`config.mk`:
```
export PLATFORM = sky130hd
export DESIGN_NAME = hazard_ctrl_flat
export DESIGN_NICKNAME = d
export VERILOG_FILES = /design/src/rtl/hazard_ctrl_if.sv /design/src/rtl/hazard_ctrl.sv /design/src/flat_wrapper.sv
export SDC_FILE = /design/constraint.sdc
export NUM_CORES = 1
export LEC_CHECK = 0
export BUFFER_PORTS_ARGS = -buffer_cell sky130_fd_sc_hd__buf_2
export CORE_MARGIN = 3
export CORE_UTILIZATION = 45
export CTS_BUF_LIST = sky130_fd_sc_hd__clkbuf_8 sky130_fd_sc_hd__clkbuf_16
export DETAILED_ROUTE_END_ITERATION = 16
export PLACE_DENSITY_LB_ADDON = 0.3
export SYNTH_ARGS = -nofsm -noshare
export SYNTH_HDL_FRONTEND = slang
export SYNTH_SLANG_ARGS = --single-unit
export TNS_END_PERCENT = 1
```
`constraint.sdc`:
```
create_clock -name clk -period 5.95 [get_ports clk]
set_clock_uncertainty 0.2 [all_clocks]
set_input_delay 0.595 -clock clk [delete_from_list [all_inputs] [get_ports clk]]
set_output_delay 0.595 -clock clk [all_outputs]
set_load 0.03 [all_outputs]
```
`src/rtl/hazard_ctrl_if.sv`:
```
// Hazard-controller bundle: pipeline register indices and enables flowing in
// from the datapath, stall/flush/forward controls and status flowing back.
interface hazard_ctrl_if;
  logic [4:0] Rs1D;
  logic [4:0] Rs2D;
  logic [4:0] Rs1E;
  logic [4:0] Rs2E;
  logic [4:0] RdE;
  logic [4:0] RdM;
  logic [4:0] RdW;
  logic       ResultSrcE0;
  logic       RegWriteM;
  logic       RegWriteW;
  logic       PCSrcE;
  logic       MemReqM;
  logic       MemAckM;
  logic       StallF;
  logic       StallD;
  logic       StallE;
  logic       StallM;
  logic       FlushD;
  logic       FlushE;
  logic       FlushW;
  logic [1:0] ForwardAE;
  logic [1:0] ForwardBE;
  logic       MemErr;
  logic [1:0] CtrlState;

  // Datapath side: supplies hazard information, consumes the controls.
  modport master (
    output Rs1D, Rs2D, Rs1E, Rs2E, RdE, RdM, RdW,
    output ResultSrcE0, RegWriteM, RegWriteW, PCSrcE, MemReqM, MemAckM,
    input  StallF, StallD, StallE, StallM, FlushD, FlushE, FlushW,
    input  ForwardAE, ForwardBE, MemErr, CtrlState
  );

  // Controller side.
  modport slave (
    input  Rs1D, Rs2D, Rs1E, Rs2E, RdE, RdM, RdW,
    input  ResultSrcE0, RegWriteM, RegWriteW, PCSrcE, MemReqM, MemAckM,
    output StallF, StallD, StallE, StallM, FlushD, FlushE, FlushW,
    output ForwardAE, ForwardBE, MemErr, CtrlState
  );
endinterface

```
`src/rtl/hazard_ctrl.sv`:
```
// Hazard and sequencing controller for the 5-stage RV32I pipeline.
// Holds the pipeline flushed for BOOT_CYCLES after reset, freezes it while a
// data-memory access in M waits for its acknowledge, forces release with a
// sticky MemErr when that wait hits MEM_TIMEOUT, and resolves load-use,
// branch and Execute operand-forwarding hazards combinationally.
module hazard_ctrl #(
  parameter int BOOT_CYCLES = 3,
  parameter int MEM_TIMEOUT = 16
) (
  input  logic         clk,
  input  logic         reset_n,
  hazard_ctrl_if.slave hz
);

  // Counter widths carry one spare bit so the increment constants stay legal
  // even for the smallest parameter values.
  localparam int BW = $clog2(BOOT_CYCLES + 1) + 1;
  localparam int WW = $clog2(MEM_TIMEOUT) + 1;
  localparam logic [BW-1:0] BOOT_LAST = BW'(BOOT_CYCLES - 1);
  localparam logic [BW-1:0] BOOT_INC  = {{(BW-1){1'b0}}, 1'b1};
  localparam logic [WW-1:0] WAIT_LAST = WW'(MEM_TIMEOUT - 1);
  localparam logic [WW-1:0] WAIT_INC  = {{(WW-1){1'b0}}, 1'b1};

  typedef enum logic [1:0] {
    BOOT    = 2'b00,
    RUN     = 2'b01,
    MEMWAIT = 2'b10
  } state_t;

  state_t        state_r;
  logic [BW-1:0] boot_cnt_r;
  logic [WW-1:0] wait_cnt_r;
  logic          mem_err_r;

  logic timeout_s;
  logic memwait_stall_s;
  logic lw_stall_s;

  // Forward select for one Execute source: M result beats W result.
  function automatic logic [1:0] fwd_sel(
    input logic [4:0] rs,
    input logic       we_m,
    input logic [4:0] rd_m,
    input logic       we_w,
    input logic [4:0] rd_w
  );
    logic [1:0] sel;
    if (we_m && (rd_m != 5'd0) && (rd_m == rs)) begin
      sel = 2'b10;
    end else if (we_w && (rd_w != 5'd0) && (rd_w == rs)) begin
      sel = 2'b01;
    end else begin
      sel = 2'b00;
    end
    return sel;
  endfunction

  // Hazard conditions derived from the current state and inputs.
  always_comb begin
    timeout_s       = (state_r == MEMWAIT) && (wait_cnt_r == WAIT_LAST);
    memwait_stall_s = hz.MemReqM && !hz.MemAckM && !timeout_s;
    lw_stall_s      = hz.ResultSrcE0 && (hz.RdE != 5'd0) &&
                      ((hz.RdE == hz.Rs1D) || (hz.RdE == hz.Rs2D));
  end

  // Sequencing FSM: boot hold, memory-wait tracking and sticky timeout error.
  always_ff @(posedge clk or negedge reset_n) begin
    if (!reset_n) begin
      state_r    <= BOOT;
      boot_cnt_r <= {BW{1'b0}};
      wait_cnt_r <= {WW{1'b0}};
      mem_err_r  <= 1'b0;
    end else begin
      case (state_r)
        BOOT: begin
          if (boot_cnt_r == BOOT_LAST) begin
            state_r    <= RUN;
            boot_cnt_r <= {BW{1'b0}};
          end else begin
            boot_cnt_r <= boot_cnt_r + BOOT_INC;
          end
        end
        RUN: begin
          if (memwait_stall_s) begin
            state_r    <= MEMWAIT;
            wait_cnt_r <= WAIT_INC;
          end else begin
            state_r    <= RUN;
          end
        end
        MEMWAIT: begin
          if (hz.MemAckM || timeout_s) begin
            state_r    <= RUN;
            wait_cnt_r <= {WW{1'b0}};
            if (timeout_s) begin
              mem_err_r <= 1'b1;
            end else begin
              mem_err_r <= mem_err_r;
            end
          end else begin
            wait_cnt_r <= wait_cnt_r + WAIT_INC;
          end
        end
        default: begin
          state_r    <= BOOT;
          boot_cnt_r <= {BW{1'b0}};
          wait_cnt_r <= {WW{1'b0}};
        end
      endcase
    end
  end

  // Stall/flush controls: boot hold, memory freeze, else load-use and branch.
  always_comb begin
    hz.StallF = 1'b0;
    hz.StallD = 1'b0;
    hz.StallE = 1'b0;
    hz.StallM = 1'b0;
    hz.FlushD = 1'b0;
    hz.FlushE = 1'b0;
    hz.FlushW = 1'b0;
    case (state_r)
      RUN, MEMWAIT: begin
        if (memwait_stall_s) begin
          // Whole pipe frozen; E holds, so PCSrcE stays valid for later.
          hz.StallF = 1'b1;
          hz.StallD = 1'b1;
          hz.StallE = 1'b1;
          hz.StallM = 1'b1;
          hz.FlushW = 1'b1;
        end else begin
          // StallD and FlushD may both be 1; the register lets clear win.
          hz.StallF = lw_stall_s;
          hz.StallD = lw_stall_s;
          hz.FlushD = hz.PCSrcE;
          hz.FlushE = lw_stall_s || hz.PCSrcE;
        end
      end
      default: begin
        hz.StallF = 1'b1;
        hz.FlushD = 1'b1;
        hz.FlushE = 1'b1;
        hz.FlushW = 1'b1;
      end
    endcase
  end

  // Execute operand forwarding, live in every state including reset.
  always_comb begin
    hz.ForwardAE = fwd_sel(hz.Rs1E, hz.RegWriteM, hz.RdM, hz.RegWriteW, hz.RdW);
    hz.ForwardBE = fwd_sel(hz.Rs2E, hz.RegWriteM, hz.RdM, hz.RegWriteW, hz.RdW);
  end

  // Registered status outputs.
  always_comb begin
    hz.MemErr    = mem_err_r;
    hz.CtrlState = state_r;
  end

endmodule

```
`src/flat_wrapper.sv`:
```
// flat-port wrapper written by rule: the top's interface ports become plain ports
module hazard_ctrl_flat 
#(
  parameter int BOOT_CYCLES = 3,
  parameter int MEM_TIMEOUT = 16
)
  (clk, reset_n, hz_Rs1D, hz_Rs2D, hz_Rs1E, hz_Rs2E, hz_RdE, hz_RdM, hz_RdW, hz_ResultSrcE0, hz_RegWriteM, hz_RegWriteW, hz_PCSrcE, hz_MemReqM, hz_MemAckM, hz_StallF, hz_StallD, hz_StallE, hz_StallM, hz_FlushD, hz_FlushE, hz_FlushW, hz_ForwardAE, hz_ForwardBE, hz_MemErr, hz_CtrlState);
  hazard_ctrl_if hz_i ();
  input  logic clk;
  input  logic reset_n;
  input wire logic [$bits(hz_i.Rs1D)-1:0] hz_Rs1D;
  input wire logic [$bits(hz_i.Rs2D)-1:0] hz_Rs2D;
  input wire logic [$bits(hz_i.Rs1E)-1:0] hz_Rs1E;
  input wire logic [$bits(hz_i.Rs2E)-1:0] hz_Rs2E;
  input wire logic [$bits(hz_i.RdE)-1:0] hz_RdE;
  input wire logic [$bits(hz_i.RdM)-1:0] hz_RdM;
  input wire logic [$bits(hz_i.RdW)-1:0] hz_RdW;
  input wire logic [$bits(hz_i.ResultSrcE0)-1:0] hz_ResultSrcE0;
  input wire logic [$bits(hz_i.RegWriteM)-1:0] hz_RegWriteM;
  input wire logic [$bits(hz_i.RegWriteW)-1:0] hz_RegWriteW;
  input wire logic [$bits(hz_i.PCSrcE)-1:0] hz_PCSrcE;
  input wire logic [$bits(hz_i.MemReqM)-1:0] hz_MemReqM;
  input wire logic [$bits(hz_i.MemAckM)-1:0] hz_MemAckM;
  output wire logic [$bits(hz_i.StallF)-1:0] hz_StallF;
  output wire logic [$bits(hz_i.StallD)-1:0] hz_StallD;
  output wire logic [$bits(hz_i.StallE)-1:0] hz_StallE;
  output wire logic [$bits(hz_i.StallM)-1:0] hz_StallM;
  output wire logic [$bits(hz_i.FlushD)-1:0] hz_FlushD;
  output wire logic [$bits(hz_i.FlushE)-1:0] hz_FlushE;
  output wire logic [$bits(hz_i.FlushW)-1:0] hz_FlushW;
  output wire logic [$bits(hz_i.ForwardAE)-1:0] hz_ForwardAE;
  output wire logic [$bits(hz_i.ForwardBE)-1:0] hz_ForwardBE;
  output wire logic [$bits(hz_i.MemErr)-1:0] hz_MemErr;
  output wire logic [$bits(hz_i.CtrlState)-1:0] hz_CtrlState;
  assign hz_i.Rs1D = hz_Rs1D;
  assign hz_i.Rs2D = hz_Rs2D;
  assign hz_i.Rs1E = hz_Rs1E;
  assign hz_i.Rs2E = hz_Rs2E;
  assign hz_i.RdE = hz_RdE;
  assign hz_i.RdM = hz_RdM;
  assign hz_i.RdW = hz_RdW;
  assign hz_i.ResultSrcE0 = hz_ResultSrcE0;
  assign hz_i.RegWriteM = hz_RegWriteM;
  assign hz_i.RegWriteW = hz_RegWriteW;
  assign hz_i.PCSrcE = hz_PCSrcE;
  assign hz_i.MemReqM = hz_MemReqM;
  assign hz_i.MemAckM = hz_MemAckM;
  assign hz_StallF = hz_i.StallF;
  assign hz_StallD = hz_i.StallD;
  assign hz_StallE = hz_i.StallE;
  assign hz_StallM = hz_i.StallM;
  assign hz_FlushD = hz_i.FlushD;
  assign hz_FlushE = hz_i.FlushE;
  assign hz_FlushW = hz_i.FlushW;
  assign hz_ForwardAE = hz_i.ForwardAE;
  assign hz_ForwardBE = hz_i.ForwardBE;
  assign hz_MemErr = hz_i.MemErr;
  assign hz_CtrlState = hz_i.CtrlState;
  hazard_ctrl #(.BOOT_CYCLES(BOOT_CYCLES), .MEM_TIMEOUT(MEM_TIMEOUT)) u_core (.clk(clk), .reset_n(reset_n), .hz(hz_i));
endmodule
```
Word-level counts from Yosys, hierarchy flattened --
Cells that the tools add are included.
Storage, ports and cells: flip-flop bits (word level) 11, input bits 43, output and inout port bits 14, word-level logic and storage cells 67
Operators by class: $add $sub $neg 2, equal/unequal tests 13, mux-type cells 23, bitwise logic cells 1, reductions and logical operators 24
Operator list (number):
- equality test 5 bit | 6
- one-hot mux 5 bit (3 select lines) | 1
- nonzero test 5 bit | 3
- two-way mux 1 bit | 12
- logical AND 1 bit | 11
- two-way mux 2 bit | 5
- two-way mux 5 bit | 2
- one-hot mux 2 bit (3 select lines) | 1
- one-hot mux 3 bit (2 select lines) | 1
- adder 5 x 1 -> 5 bit (second input constant) | 1
- equality test 5 x 4 -> 1 bit (second input constant) | 1
- inequality test 2 x 1 -> 1 bit (second input constant) | 2
- AND reduction 2 bit | 2
- adder 3 x 1 -> 3 bit (second input constant) | 1
- equality test 3 x 2 -> 1 bit (second input constant) | 1
- logical OR 1 bit | 3
- two-way mux 3 bit | 1
- AND reduction 3 bit | 1
- equality test 2 x 1 -> 1 bit (second input constant) | 1
- equality test 2 bit (second input constant) | 1
- logical NOT 1 bit | 2
- logical NOT 2 bit | 1
- inequality test 2 bit (second input constant) | 1
- OR reduction 2 bit | 1
- NOT 1 bit | 1

Longest topological paths before layout --
Gate-level depths: netlist of run 1.
depth in word-level cells 6, depth in mapped cells 7

Least setup slack after synthesis of run 1 --
No wires, ideal clock.
path type input-to-output, start input port hz_RdE[3], end output port hz_FlushE, arrival 2243 ps, setup slack 2912 ps, cell stages on the path 4, buffers on the path 0, cell sequence xor2_1 > nor3_1 > a22oi_1 > o311ai_0
Between the ends: cells in the longest elaborated chain, start to end 6, elaborated cells between the ends (all ways) 9, those cells by class eq/ne (2); mux (2); reduce/logical (5)
Ends and longest elaborated chain:
- start, declared | RTL line flat_wrapper.sv:15 | input wire logic [$bits(hz_i.RdE)-1:0] hz_RdE;
- equality test 5 bit / nonzero test 5 bit (equally long branches) | RTL line hazard_ctrl.sv:63, hazard_ctrl.sv:62
- logical OR 1 bit / logical AND 1 bit (equally long branches) | RTL line hazard_ctrl.sv:63, hazard_ctrl.sv:62
- logical AND 1 bit (*) | RTL line hazard_ctrl.sv:62 | lw_stall_s = hz.ResultSrcE0 && (hz.RdE != 5'd0) &&
- logical OR 1 bit (*) | RTL line hazard_ctrl.sv:136 | hz.FlushE = lw_stall_s || hz.PCSrcE;
- two-way mux 1 bit (*) | RTL line hazard_ctrl.sv:124 | if (memwait_stall_s) begin
- two-way mux 1 bit (*) | RTL line hazard_ctrl.sv:122 | case (state_r)
- end, declared | RTL line flat_wrapper.sv:29 | output wire logic [$bits(hz_i.FlushE)-1:0] hz_FlushE;
Mark *: on every way between the ends. The rest lies on a longest branch, timed or not.

Worst setup path after layout of run 1 --
start register u_core.wait_cnt_r[0], end output port hz_FlushE
Between the ends: cells in the longest elaborated chain, start to end 6
Ends and longest elaborated chain:
- start, declared | RTL line hazard_ctrl.sv:32 | logic [WW-1:0] wait_cnt_r;
- start signal, assigned | RTL line hazard_ctrl.sv:71 | wait_cnt_r <= {WW{1'b0}};
- start signal, assigned | RTL line hazard_ctrl.sv:94 | wait_cnt_r <= {WW{1'b0}};
- start signal, assigned | RTL line hazard_ctrl.sv:101 | wait_cnt_r <= wait_cnt_r + WAIT_INC;
- equality test 5 x 4 -> 1 bit | RTL line hazard_ctrl.sv:60 | timeout_s = (state_r == MEMWAIT) && (wait_cnt_r == WAIT_LAST);
- logical AND 1 bit | RTL line hazard_ctrl.sv:60
- logical NOT 1 bit | RTL line hazard_ctrl.sv:61 | memwait_stall_s = hz.MemReqM && !hz.MemAckM && !timeout_s;
- logical AND 1 bit | RTL line hazard_ctrl.sv:61
- two-way mux 1 bit | RTL line hazard_ctrl.sv:124
- two-way mux 1 bit | RTL line hazard_ctrl.sv:122
No other way between the ends.

==> results by group, run 1 <==
STA
  – RSZ-0062 raised after global routing: false
  – Final hold vios: 0
  – Max Slew Vio Count: 0
  – Max_slew headroom: 69.7%
  – Final Setup Violations: 0
  – Worst-Margin Slew: roughly 0.45 ns
  – Setup TNS: 0 ns
  – Final worst-path cycle share: 47.0%
  – Highest clock rate: 357 MHz
  – Crit path time final: 2.80 ns

Setup path
  – R2R cell count: 6
  – CP max FO: 6
  – Worst reg-to-reg setup slack: 3.66 ns
  – Reg2reg start: u_core.wait_cnt_r[0]$_DFFE_PN0P_
  – Startpoint types: register
  – Crit Path Category: register to output port
  – Critical Path Sink Type: output port
  – Data arrival, critical path: 2.00 ns
  – FF-to-FF End: u_core.wait_cnt_r[0]$_DFFE_PN0P_
  – CP required: 5.16 ns

Floorplanning
  – Die Ht: 55.6 microns
  – Num rows: 17
  – Die Width: 55.6 microns
  – Ports: 57
  – Initial core utilization: 48.7%
  – Core area: ~2300 sq um
  – Die area: 3090 sq um

Logic synthesis
  – Top FF cell, synth: dfrtp_1
  – Number of flops mapped to enable cells by yosys: 0
  – FF+latch count, synth: 11
  – Syn nets: between 150 and 200
  – Post-synthesis sequential area ratio: 24.9%
  – Number of library cell types mapped by synthesis: 38
  – Syn avg cell area: approximately 9 sq um
  – Mapped cell area: 1110 sq um
  – FFs w/ async S/R, synth: 100%
  – Cell count after synthesis: approximately 130
  – Yosys warning count: 0

GRT
  – Largest net degree at the start of global routing: 13
  – Initial antenna violation count: 0
  – Vias in the first global route: 1142
  – Gr usage total: between 10% and 20%
  – First-pass GRT wire length: 4820 microns
  – Gr ovfl total: 0

Route
  – Vias: 1117
  – Initial DRC count: 33
  – Final wirelength: 2890 microns
  – Drt wl/cell: 13.7 microns
  – Iteration count of the initial detailed-routing pass: 4
  – Vias per std cell: 5.32
  – Number of nets with antenna violations after routing: 0
  – Residual DRC count: 0

Place
  – Post-DP Area: 1410 sq um
  – # port buffers: 56
  – Routability cong.: 0.926
  – Post-DP HPWL: 2430 microns

Cells and area
  – Final Cell Area: 1450 sq um
  – Area occupied by multi-input gates: 787 sq um
  – Layout net count: ~230
  – Ratio of cells with drive above 1 in the final layout: 36.3%
  – Sequential cell area: 275 sq um
  – Area delta synth->final: 31.2%
  – Fillcell total: 198
  – Ant. Diodes: 0

Clock network
  – Worst skew pair latency: 0.24 ns
  – Clock root buffer: clkbuf_8
  – # Post-CTS Setup Buffers: 0
  – H-Tree Depth: 1
  – Hold bufs inserted after CTS: 0
  – Clock buffer depth: 2
  – Clock sinks: 11
  – CTS tree: built
  – Total CTS buffers: 3
  – Quantity of gates resized following cts: 0
  – Reg clk slew, reported paths: 0.05 ns

Power
  – Peak supply drop: 0.000292 V
  – Total power: 506 uW
  – Power Dens Cells: about 350 nW/um^2
  – Pleak: 0.751 nW

Job
  – Max Cap Viol: 0

Status
  – Status: finished clean

Hold path
  – Hold Path Class: primary input to async pin
## synth_stat cells (3+ instances only)
cell type  count  area [sq um]
xor2_1        24           210
dfrtp_1       11           275
nand2_1        9          33.8
inv_1          8          30.0
ha_1           6          75.1
nor2_1         6          22.5
xnor2_1        6          52.6
or4_1          5          37.5
nor3_1         4          20.0
a21o_1         3          22.5
mux2_2         3          33.8
mux2i_1        3          30.0
nand3_1        3          15.0
o21ai_0        3          15.0
## routing by layer
metal	global-route usage, %	wire length [microns]	part of all wire (%)
met1	21.3	1210	42
met5	0	0	0
met2	33.4	1460	51
met4	3.13	25	0.87
met3	6.73	190	6.6
## report_power, final
group	switching (mW)	internal [mW]	leakage (nW)	total (mW)
clock	0.0266	0.0452	0.0269	0.0718
combinational	0.204	0.119	0.576	0.323
sequential	0.0184	0.0934	0.148	0.112
## critical path: stages, from the launching register on
cell and delay (ns):
dfrtp_1 0.40, ha_1 0.24, and3_1 0.19, ha_1 0.24, a21o_1 0.26, nand2_1 0.11
o311ai_0 0.12, buf_2 0.22
## placed cells by master, fill, tap and decap left out, types with 3 or more instances in the layout
cell      count
a21o_1        3
buf_2        56
clkbuf_8      3
dfrtp_1      11
ha_1          6
inv_1         9
mux2_2        3
mux2i_1       3
nand2_1       9
nand3_1       3
nor2_1        6
nor3_1        4
o21ai_0       3
or4_1         5
xnor2_1       6
xor2_1       24
## logic make-up (layout without fill, tap and decap cells)
| logic type | count (synthesis) | count (layout) | share of synthesized area [%] |
|---|---|---|---|
| muxes | 6 | 6 | 5.76 |
| AOI/OAI and AO/OA | 24 | 24 | 15.9 |
| DFF | 11 | 11 | 24.9 |
| buffers and inverters | 11 | 68 | 4.07 |
| xor gates and xnor gates | 30 | 30 | 23.7 |
| adders and majority gates | 6 | 6 | 6.78 |
| and+or+nand+nor | 37 | 37 | 18.9 |
## sequential cells by signal, summed over array words and instances (netlist names)
name,cells
u_core.hz.MemErr,1
u_core.wait_cnt_r,5
u_core.boot_cnt_r,3
u_core.hz.CtrlState,2
## worst max-delay path by stage
stage,start,end,slack (ns)
6_report,u_core.wait_cnt_r[0]$_DFFE_PN0P_,hz_FlushE,3.15
5_1_grt,u_core.wait_cnt_r[0]$_DFFE_PN0P_,hz_StallF,3.04
4_1_cts,hz_RdM[4],hz_ForwardAE[0],3.15
3_5_place_dp,hz_RdM[4],hz_ForwardAE[0],3.15
3_3_place_gp,hz_RdM[4],hz_ForwardBE[0],3.20
2_1_floorplan,hz_RdE[3],hz_FlushE,2.91
## final cells by class
cell class,instances,area share [%]
clock buffers,3,2.84
flip-flops and latches,11,18.9
well taps,28,2.41
multi-input cells,103,54.2
clock inverters,1,0.258
repair buffers,56,19.3
inverters,8,2.07
## through the flow
| stage | std cells | hold slack, ns | worst slack [ns] | utilization, % |
|---|---|---|---|---|
| 6_report | 210 | 0.0177 | 3.15 | 63.8 |
| 5_1_grt | 210 | 0.0225 | 3.04 | 63.8 |
| 4_1_cts | 210 | 0.0263 | 3.15 | 63.8 |
| 3_5_place_dp | 206 | 0.240 | 3.15 | 61.8 |
| 3_3_place_gp | 206 | 0.237 | 3.20 | 61.8 |
| 2_1_floorplan | 125 | 0.0994 | 2.91 | - |
Power figures use the tool's default switching activity.
==> inputs of run 2 (changes only) <==
clock period = 2.65 ns   (was 5.95 ns; I/O delays follow)
==> run 2 against run 1 <==
  * Combinational power rose by 120%
  * Cell area rose by 0.78%
  * Sequential cell count did not move
  * Global-route usage fell by 0.39 points
  * Die area did not move
  * Critical endpoint is now hz_StallF
  * Largest power group unchanged
==> results by group, run 2 (synthesized netlist as in run 1, its figures left out) <==
Floorplanning
  – Die Width: 55.6 microns
  – Die area: 3090 sq um
  – Ports: 57
  – Die Ht: 55.6 microns
  – Core area: 2280 sq um
  – Initial core utilization: 48.7%
  – Num rows: 17

Route
  – Drt wl/cell: 13.3 microns
  – Iteration count of the initial detailed-routing pass: 4
  – Residual DRC count: 0
  – Number of nets with antenna violations after routing: 0
  – Vias per std cell: 5.34
  – Vias: 1127
  – Initial DRC count: 43
  – Final wirelength: approximately 2800 microns

STA
  – Setup TNS: 0 ns
  – Crit path time final: 2.41 ns
  – Final Setup Violations: 0
  – Final hold vios: 0
  – RSZ-0062 raised after global routing: false
  – Max_slew headroom: a little over two thirds
  – Max Slew Vio Count: 0
  – Highest clock rate: 414 MHz
  – Worst-Margin Slew: 0.445 ns
  – Final worst-path cycle share: between 90 and 100%

Clock network
  – Clock root buffer: clkbuf_8
  – Total CTS buffers: 3
  – H-Tree Depth: 1
  – Reg clk slew, reported paths: roughly 0.050 ns
  – Clock sinks: 11
  – CTS tree: built
  – Clock buffer depth: 2
  – Worst skew pair latency: 0.24 ns

Setup path
  – Data arrival, critical path: 1.95 ns
  – CP max stage cell: dfrtp_1
  – Crit-path leading delay family: adder cells
  – CP required: 2.18 ns
  – CP max FO: 6
  – Critical Path Sink Type: output port
  – CP most frequent cell: ha_1
  – CP Buf/Inv Count: 1
  – Crit Path Category: register to output port
  – Startpoint types: register
  – Sequence of cells on the critical path: ha_1 -> and3_1 -> ha_1 -> a21o_1 -> nand2_1 -> o21bai_1 -> buf_2
  – CP peak stage delay: 0.40 ns

Status
  – Status: finished clean

Cells and area
  – Ratio of cells with drive above 1 in the final layout: a little over a third
  – Most common cell after layout, fill and taps aside: buf_2
  – Reg with most FFs: u_core.wait_cnt_r
  – Area delta synth->final: 32.2%
  – Ant. Diodes: 0
  – Most frequent cells in the layout: buf_2 (56), xor2_1 (24), dfrtp_1 (11)
  – Layout net count: 233
  – Max FFs per register: 5

Place
  – # port buffers: 56
  – Routability cong.: 0.894
  – Post-DP HPWL: roughly 2400 microns

Job
  – Max Cap Viol: 0

GRT
  – First-pass GRT wire length: 4750 microns
  – Gr ovfl total: 0
  – Gr usage total: between 10% and 20%
  – Largest net degree at the start of global routing: 13
  – Initial antenna violation count: 0
  – Vias in the first global route: about 1.1k

Power
  – Peak supply drop: 0.000719 V
  – Total power: 1.14 mW
  – Power Dens Cells: roughly 780 nW/um^2
  – Pleak: between 0.7 and 0.8 nW

Hold path
  – Hold Path Class: primary input to async pin
==> run 2: cell count changes in the layout (fill, tap and decap cells not counted) <==
cell	delta
clkinv_2	+1
inv_1	-1
o311ai_0	-1
dlygate4sd3_1	+1
o311ai_1	+1
==> run 2: cell type report <==
type	count	area, sq um
Inverter	8	30.0
Tap cell	28	35.0
Sequential cell	11	275
Clock buffer	3	41.3
Clock inverter	1	5.00
Multi-Input combinational cell	103	787
Fill cell	188	812
Timing Repair Buffer	57	290
==> run 2: worst paths after layout <==
check / depth (start not counted) / startpoint / slack (ns) / end
max: 7 / u_core.wait_cnt_r[0]$_DFFE_PN0P_ / 0.24 / hz_StallF
min: 2 / reset_n / 0.22 / u_core.wait_cnt_r[4]$_DFFE_PN0P_
max reg2reg: 6 / u_core.wait_cnt_r[0]$_DFFE_PN0P_ / 0.41 / u_core.wait_cnt_r[0]$_DFFE_PN0P_
min reg2reg: 1 / u_core.hz.MemErr$_DFFE_PN0P_ / 0.25 / u_core.hz.MemErr$_DFFE_PN0P_
max in group asynchronous: 2 / reset_n / 1.83 / u_core.hz.CtrlState[1]$_DFFE_PN0P_
min in group clk: 1 / u_core.hz.MemErr$_DFFE_PN0P_ / 0.25 / u_core.hz.MemErr$_DFFE_PN0P_
==> run 2: per-layer routing <==
layer / share of wire (%) / GRT usage, %
met1: 40 / 21.3
met2: 54 / 34.3
met3: 5.7 / 4.18
met4: 0 / 2.43
met5: 0 / 0
==> run 2: through the flow <==
stage	cells	worst slack, ns	area (sq um)	hold WS [ns]	utilization [%]
after floorplan	125	0.0539	1110	-0.231	-
after global placement	206	0.496	1410	-0.0591	61.8
after detailed placement	206	0.414	1410	-0.0567	61.8
after CTS	211	0.225	1460	0.224	64.3
after global routing	211	0.103	1460	0.240	64.3
final	211	0.236	1460	0.221	64.3
==> run 2: timing repair <==
item | in CTS | in global routing
hold buffers | 1 | 0
hold endpoints to repair | 11 | 0
setup buffers | 0 | 0
resized for setup | 0 | 0
==> run 2: where the power goes <==
| group | switching [mW] | total [mW] | internal (mW) | leakage, nW |
|---|---|---|---|---|
| logic | 0.455 | 0.724 | 0.269 | 0.580 |
| clock network | 0.0612 | 0.164 | 0.103 | 0.0255 |
| registers | 0.0424 | 0.252 | 0.210 | 0.148 |
| total | 0.558 | 1.14 | 0.582 | 0.754 |
